## src/rtl/data_bus_driver_if.sv

```systemverilog
// Shared (a, b, c) data bus: one driver, any number of read-only users.
interface data_bus_if #(
  parameter int unsigned WIDTH = 8
);
  logic [WIDTH-1:0] a;
  logic [WIDTH-1:0] b;
  logic [WIDTH-1:0] c;

  modport driver (output a, output b, output c);
  modport user   (input  a, input  b, input  c);
endinterface

```

## src/rtl/data_bus_driver.sv

```systemverilog
// Assembles a serial word stream into (a, b, c) triples and commits each
// complete triple to the data bus in a single cycle.
module data_bus_driver #(
  parameter int unsigned WIDTH     = 8,
  parameter int unsigned CNT_WIDTH = 16
) (
  input  logic                 clk,
  input  logic                 rst,
  input  logic                 in_valid,
  input  logic [WIDTH-1:0]     in_data,
  output logic                 in_ready,
  input  logic                 flush,
  data_bus_if.driver           bus,
  output logic                 bus_update,
  output logic                 busy,
  output logic [CNT_WIDTH-1:0] triple_count
);

  typedef enum logic [1:0] {
    S_A = 2'd0,
    S_B = 2'd1,
    S_C = 2'd2
  } state_t;

  state_t               state_q,  state_d;
  logic [WIDTH-1:0]     sh_a_q,   sh_a_d;
  logic [WIDTH-1:0]     sh_b_q,   sh_b_d;
  logic [WIDTH-1:0]     bus_a_q,  bus_a_d;
  logic [WIDTH-1:0]     bus_b_q,  bus_b_d;
  logic [WIDTH-1:0]     bus_c_q,  bus_c_d;
  logic                 update_q, update_d;
  logic                 busy_q,   busy_d;
  logic [CNT_WIDTH-1:0] cnt_q,    cnt_d;
  logic                 xfer;

  // Ready depends only on flush, never on in_valid.
  assign in_ready = !flush;
  assign xfer     = in_valid && in_ready;

  // Next-state: collect words a, b, then commit on c; flush abandons a partial triple.
  always_comb begin
    state_d  = state_q;
    sh_a_d   = sh_a_q;
    sh_b_d   = sh_b_q;
    bus_a_d  = bus_a_q;
    bus_b_d  = bus_b_q;
    bus_c_d  = bus_c_q;
    update_d = 1'b0;
    cnt_d    = cnt_q;
    if (flush) begin
      state_d = S_A;
    end else if (xfer) begin
      unique case (state_q)
        S_A: begin
          sh_a_d  = in_data;
          state_d = S_B;
        end
        S_B: begin
          sh_b_d  = in_data;
          state_d = S_C;
        end
        S_C: begin
          bus_a_d  = sh_a_q;
          bus_b_d  = sh_b_q;
          bus_c_d  = in_data;
          update_d = 1'b1;
          cnt_d    = cnt_q + CNT_WIDTH'(1);
          state_d  = S_A;
        end
        default: state_d = S_A;
      endcase
    end
    busy_d = (state_d != S_A);
  end

  // State and output registers; reset wins over any same-edge commit.
  always_ff @(posedge clk) begin
    if (rst) begin
      state_q  <= S_A;
      sh_a_q   <= '0;
      sh_b_q   <= '0;
      bus_a_q  <= '0;
      bus_b_q  <= '0;
      bus_c_q  <= '0;
      update_q <= 1'b0;
      busy_q   <= 1'b0;
      cnt_q    <= '0;
    end else begin
      state_q  <= state_d;
      sh_a_q   <= sh_a_d;
      sh_b_q   <= sh_b_d;
      bus_a_q  <= bus_a_d;
      bus_b_q  <= bus_b_d;
      bus_c_q  <= bus_c_d;
      update_q <= update_d;
      busy_q   <= busy_d;
      cnt_q    <= cnt_d;
    end
  end

  assign bus.a        = bus_a_q;
  assign bus.b        = bus_b_q;
  assign bus.c        = bus_c_q;
  assign bus_update   = update_q;
  assign busy         = busy_q;
  assign triple_count = cnt_q;

endmodule

```

## src/flat_wrapper.sv

```systemverilog
// flat-port wrapper written by rule: the top's interface ports become plain ports
module data_bus_driver_flat 
#(
  parameter int unsigned WIDTH     = 8,
  parameter int unsigned CNT_WIDTH = 16
)
  (clk, rst, in_valid, in_data, in_ready, flush, bus_update, busy, triple_count, bus_a, bus_b, bus_c);
  data_bus_if #(.WIDTH(WIDTH)) bus_i ();
  input  logic clk;
  input  logic rst;
  input  logic in_valid;
  input  logic [WIDTH-1:0] in_data;
  output logic in_ready;
  input  logic flush;
  output logic bus_update;
  output logic busy;
  output logic [CNT_WIDTH-1:0] triple_count;
  output wire logic [$bits(bus_i.a)-1:0] bus_a;
  output wire logic [$bits(bus_i.b)-1:0] bus_b;
  output wire logic [$bits(bus_i.c)-1:0] bus_c;
  assign bus_a = bus_i.a;
  assign bus_b = bus_i.b;
  assign bus_c = bus_i.c;
  data_bus_driver #(.WIDTH(WIDTH), .CNT_WIDTH(CNT_WIDTH)) u_core (.clk(clk), .rst(rst), .in_valid(in_valid), .in_data(in_data), .in_ready(in_ready), .flush(flush), .bus(bus_i), .bus_update(bus_update), .busy(busy), .triple_count(triple_count));
endmodule
```

## config.mk

```make
export PLATFORM = sky130hd
export DESIGN_NAME = data_bus_driver_flat
export DESIGN_NICKNAME = d
export VERILOG_FILES = /design/src/rtl/data_bus_driver_if.sv /design/src/rtl/data_bus_driver.sv /design/src/flat_wrapper.sv
export SDC_FILE = /design/constraint.sdc
export NUM_CORES = 1
export LEC_CHECK = 0
export ABC_CLOCK_PERIOD_IN_PS = 2690
export CORE_ASPECT_RATIO = 1.5
export CORE_MARGIN = 5
export CORE_UTILIZATION = 40
export CTS_CLUSTER_DIAMETER = 200
export DETAILED_ROUTE_END_ITERATION = 8
export GPL_ROUTABILITY_DRIVEN = 0
export GPL_TIMING_DRIVEN = 0
export PLACE_DENSITY = 0.65
export SYNTH_ARGS = -nofsm -noshare
export SYNTH_HDL_FRONTEND = slang
export SYNTH_SLANG_ARGS = --single-unit
```

## constraint.sdc

```tcl
create_clock -name clk -period 2.69 [get_ports clk]
set_input_delay 0.807 -clock clk [delete_from_list [all_inputs] [get_ports clk]]
set_output_delay 0.807 -clock clk [all_outputs]
set_load 0.005 [all_outputs]
```

==> results of run 1 <==
[sequential cells by signal (all words and copies together), names as in the netlist]
signal	flops
u_core.sh_a_q	8
u_core.sh_b_q	8
u_core.triple_count	16
u_core.bus.b	8
u_core.bus.c	8
u_core.bus_update	1
u_core.bus.a	8
u_core.state_q	2
u_core.busy	1
[routing by layer]
layer  vias to the layer above  GRT usage  part of all wire
met4                         0     0.0999             0.029
li1                       1009          -                 -
met1                       903      0.163              0.42
met2                        43      0.280              0.50
met5                         -          0                 0
met3                        11     0.0384             0.053
[stage by stage]
step	setup TNS, ps	utilization	hold slack [ps]
2_1_floorplan	0	-	431
3_3_place_gp	-1320	0.524	438
3_5_place_dp	-1560	0.524	443
4_1_cts	0	0.557	455
5_1_grt	0	0.557	470
6_report	0	0.557	450
[worst paths after layout]
path	start	to	slack, ps	cells past startpoint
setup / recovery	flush	in_ready	170	3
hold / removal	u_core.sh_b_q[7]$_SDFFE_PP0P_	u_core.bus.b[7]$_SDFFE_PP0P_	450	2
setup reg to reg	u_core.triple_count[0]$_SDFFE_PP0P_	u_core.triple_count[14]$_SDFFE_PP0P_	790	5
hold reg to reg	u_core.sh_b_q[7]$_SDFFE_PP0P_	u_core.bus.b[7]$_SDFFE_PP0P_	450	2
[report_power, final]
group | switching, uW | internal [uW]
combinational | 39.5 | 31.5
sequential | 5.57 | 898
clock | 325 | 410
total | 370 | 1340
[worst reg2reg max path, delay by kind of cell (launching register included)]
kind	cells	cell delay [ps]
flip-flops	1	440
adder cells (fa/ha/maj)	1	200
AO/OA/AOI/OAI	1	140
AND/OR/NAND/NOR	3	1050
[cells in the mapped netlist]
master / n / area (sq um)
nand2_1: 71 / 267
dfxtp_1: 60 / 1200
a21oi_1: 36 / 180
nor2_1: 23 / 86.3
clkbuf_1: 10 / 37.5
mux2i_1: 9 / 90.1
xnor2_1: 6 / 52.6
nand3_1: 5 / 25.0
nand4_1: 5 / 31.3
xor2_1: 5 / 43.8
nor3_1: 4 / 20.0
and4_1: 3 / 26.3
buf_2: 3 / 15.0
o21ai_0: 3 / 15.0
or3_1: 3 / 18.8
and3_1: 2 / 12.5
inv_1: 2 / 7.51
mux2_2: 2 / 22.5
nor4_1: 2 / 12.5
and4bb_2: 1 / 12.5
buf_1: 1 / 3.75
buf_4: 1 / 7.51
ha_1: 1 / 12.5
nand4bb_4: 1 / 27.5
nor2b_1: 1 / 6.26
nor4bb_1: 1 / 10.0
or2_2: 1 / 6.26
or4_4: 1 / 11.3
[logic make-up after synthesis]
group | after synthesis | synth area share
xor+xnor | 11 | 0.0426
simple gates | 124 | 0.253
mux | 11 | 0.0498
fa+ha+maj | 1 | 0.00553
flops | 60 | 0.531
buf+inv | 17 | 0.0315
compound gates | 39 | 0.0863
[area by class of cell]
| cell class | instances | share of cell area |
|---|---|---|
| multi-input cells | 186 | 0.323 |
| inverters | 2 | 0.00245 |
| well taps | 70 | 0.0286 |
| clock buffers | 15 | 0.0576 |
| plain buffers | 15 | 0.0209 |
| clock inverters | 1 | 0.00164 |
| flip-flops and latches | 60 | 0.392 |
| repair buffers | 53 | 0.173 |
==> metrics.yaml, run 1 <==
status: "finished clean"
cts_tree: "yes"
relSlewSlack: 0.670
cp_num_buf_inv: 3
place_area_sq_mm: 0.00288
crit_path_end_kind: "output port"
clock-root-buffer: "clkbuf_8"
drc: 0
ios: 55
worst_ep_arrival_time_ps: 1710
clk_latency_ps: 330
wl_microns: 5360
cap_viol_max_count: 0
irDropWorstVdd_mv: 0.325
final_common_cell: "nand2_1"
layout_common_cells: "nand2_1 (71), dfxtp_1 (60), clkdlybuf4s50_1 (52)"
power.static_leakage_uw: 0.00103
fin_total_pwr_uw: 1710
grt_max_degree: 11
numCtsBuffers: 9
grt_pass1_wl_microns: 8830
dp.cells: 386
critPathKind: "input port to output port"
die_y_microns: 102
grt.overflow.total: 0
areaGrowthSynthToFinish_pct: 35.3
critical-path-max-stage-delay_ps: 510
coreArea_sq_mm: 0.00549
vias: 1966
io_buffer_count: 53
globalRouteTotalUtil: 0.157
finalHoldViolCount: 0
hpwl_microns: 3840
clk_path_buf_depth: 2
fin_crit_ps: 2520
skew_ps: 5.92
path_clk_slew_ps: 60
grt_pass1_vias: 1957
firstDrtPassIters: 4
stdcell_area_sq_mm: 0.00306
syn_area_per_cell_sq_um: 8.60
fillers: 521
h-tree-depth: 3
drive_above_1_share: 0.0693
vias_per_cell: 4.89
instances_no_fill: 402
hold_class: "flip-flop to flip-flop"
place_ws_ps: -99.4
dieWidth_microns: 71.4
fin_crit_sh: 0.937
critPathTopFamily: "buffers and inverters"
syn_inst: 263
multi_input_area_sq_um: 990
setup_viol: 0
slew_violations: 0
ff_latch_area_sq_mm: 0.00120
rsz0062_at_grt: "false"
ctsResizeCount: 1
slowest_stage: "clkdlybuf4s50_1"
antennaDiodeCount: 0
antenna_found_initial: 0
detail-route-antenna-nets: 0
fin_nets: 340
clock_sinks: 60
dieArea_sq_mm: 0.00729
cp_max_fo: 6
std_cell_rows: 33
ys_ff_latch: 60
syn_area_sq_mm: 0.00226
post-cts-setup-buffers: 0
syn_nets: 276
start_util: 0.412
powerDensity_mw_per_mm2: 559
yosysSeqAreaShare: 0.531
required_ps: 1880
start_kind: "input port"
yosys_warnings: 0
crit_chain: "dlygate4sd2_1 > inv_1 > clkdlybuf4s50_1"
setup_ws_ps: 168
drt_iter0_drc: 119
tightest_slew_ps: 496
wl_per_cell_microns: 13.3
cts_hold_buf: 0
fmax_ghz: 0.397
ys_types: 28
Power figures use the tool's default switching activity.
==> run 2, diff against run 1 <==
CORE_MARGIN = 4   (was 5)
SKIP_CTS_REPAIR_TIMING = 1   (was default)
==> metrics.yaml, run 2 (same netlist as run 1, synthesis figures left out) <==
p_sw_frac: 0.214  # was 0.217
hpwl_microns: 3920  # was 3840 microns
relSlewSlack: 0.642  # was 0.670
hold_class: "flip-flop to flip-flop"  # unchanged
cts_tree: "yes"  # unchanged
drt_iter0_drc: 74  # was 119
clk_path_buf_depth: 2  # unchanged
die_y_microns: 100  # was 102 microns
final_common_cell: "nand2_1"  # unchanged
drive_above_1_share: 0.0758  # was 0.0693
globalRouteTotalUtil: 0.164  # was 0.157
drc: 0  # unchanged
detail-route-antenna-nets: 0  # unchanged
fmax_ghz: 0.421  # was 0.397 GHz
fillers: 518  # was 521
irDropWorstVdd_mv: 0.398  # was 0.325 mV
intPower_uw: 1330  # was 1340 uW
worst_hold_slack_ps: 453  # was 450 ps
antennaDiodeCount: 0  # unchanged
critPathKind: "input port to output port"  # unchanged
dp.cells: 386  # unchanged
antenna_found_initial: 0  # unchanged
rsz0062_at_grt: "false"  # unchanged
ios: 55  # unchanged
pwr-share-comb: 0.043  # was 0.041
powerDensity_mw_per_mm2: 552  # was 559 mW/mm^2
firstDrtPassIters: 4  # unchanged
path_clk_slew_ps: 60  # about the same
grt_pass1_wl_microns: 9060  # was 8830 microns
numCtsBuffers: 9  # unchanged
fin_nets: 340  # unchanged
p_clk_frac: 0.422  # was 0.430
power.static_leakage_uw: 0.00104  # was 0.00103 uW
r2r-end: "u_core.triple_count[14]$_SDFFE_PP0P_"  # unchanged
critical_path.reg2reg.startpoint: "u_core.triple_count[0]$_SDFFE_PP0P_"  # unchanged
instances_no_fill: 400  # was 402
hold_path_end: "u_core.bus.a[0]$_SDFFE_PP0P_"  # was u_core.bus.b[7]$_SDFFE_PP0P_
start_kind: "input port"  # unchanged
cp_max_fo: 6  # unchanged
wl_per_cell_microns: 13.4  # was 13.3 microns
clock-root-buffer: "clkbuf_8"  # unchanged
skew_ps: 4.69  # was 5.92 ps
dieWidth_microns: 69.4  # was 71.4 microns
required_ps: 1880  # about the same
tightest_slew_ps: 538  # was 496 ps
p_switching_uw: 361  # was 370 uW
worst_ep_arrival_time_ps: 1570  # was 1710 ps
grt.overflow.total: 0  # unchanged
fin_total_pwr_uw: 1690  # was 1710 uW
status: "finished clean"  # unchanged
wl_microns: 5350  # was 5360 microns
h-tree-depth: 3  # unchanged
hold_depth: 2  # unchanged
setup_viol: 0  # unchanged
areaGrowthSynthToFinish_pct: 35.2  # was 35.3%
coreArea_sq_mm: 0.00549  # unchanged
fin_crit_sh: 0.883  # was 0.937
slew_violations: 0  # unchanged
clock_sinks: 60  # unchanged
dieArea_sq_mm: 0.00695  # was 0.00729 sq mm
io_buffer_count: 53  # unchanged
largest_reg_flops: 16  # unchanged
start_util: 0.412  # unchanged
std_cell_rows: 33  # unchanged
layout_common_cells: "nand2_1 (71), dfxtp_1 (60), clkdlybuf4s50_1 (52)"  # unchanged
grt_pass1_vias: 1949  # was 1957
cap_viol_max_count: 0  # unchanged
crit_path_end_kind: "output port"  # unchanged
seq_power_share: 0.536  # was 0.529
vias: 1953  # was 1966
reg2reg_setup_slack_ps: 730  # was 790 ps
vias_per_cell: 4.88  # was 4.89
min_from: "u_core.sh_a_q[0]$_SDFFE_PP0P_"  # was u_core.sh_b_q[7]$_SDFFE_PP0P_
clk_latency_ps: 320  # was 330 ps
r2r_cells: 5  # unchanged
finalHoldViolCount: 0  # unchanged
grt_max_degree: 11  # unchanged
fin_crit_ps: 2380  # was 2520 ps
## run 2: metrics by stage
stage	worst slack [ps]	util	setup TNS (ps)	cell area, sq um
after global routing	270	0.557	0	3060
after floorplan	571	-	0	2260
after detailed placement	-141	0.524	-1590	2880
after global placement	-78.1	0.524	-1030	2880
after CTS	-58.9	0.556	-58.9	3060
final	314	0.557	0	3060
## run 2: routing by layer
layer / part of all wire / GRT usage / routed length (microns) / vias up
met5: 0 / 0 / 0 / -
met4: 0.017 / 0.0722 / 89 / 0
met3: 0.043 / 0.0441 / 229 / 5
met2: 0.51 / 0.293 / 2740 / 37
met1: 0.43 / 0.181 / 2290 / 912
li1: - / - / - / 999
## run 2: worst max-delay path by stage
stage                                           end  cells past startpoint  startpoint
4_1_cts                                    in_ready                      3       flush
6_report                                   in_ready                      3       flush
5_1_grt                                    in_ready                      3       flush
3_5_place_dp           u_core.bus.c[7]$_SDFFE_PP0P_                      6       flush
3_3_place_gp           u_core.bus.b[3]$_SDFFE_PP0P_                      6       flush
2_1_floorplan  u_core.triple_count[14]$_SDFFE_PP0P_                      5    in_valid
## run 2: worst max-delay path: stages
cell and delay [ps]:
dlymetal6s2s_1 180, inv_2 90, clkdlybuf4s50_1 490
## run 2: power by group through the flow
stage          clock, uW  sequential [uW]  combinational (uW)
2_1_floorplan          0              922                36.1
3_3_place_gp           0              923                72.0
6_report             711              904                71.9
5_1_grt              770              904                79.5
4_1_cts              723              904                72.9
3_5_place_dp           0              923                72.5
## run 2: area by class of cell
type                    instances  area (sq um)  area share
multi-input cells             186           990       0.324
clock buffers                  12           165      0.0540
repair buffers                 53           533       0.174
flip-flops and latches         60          1200       0.393
inverters                       2          7.51     0.00245
plain buffers                  15          63.8      0.0209
clock inverters                 2          10.0     0.00327
well taps                      70          87.6      0.0286
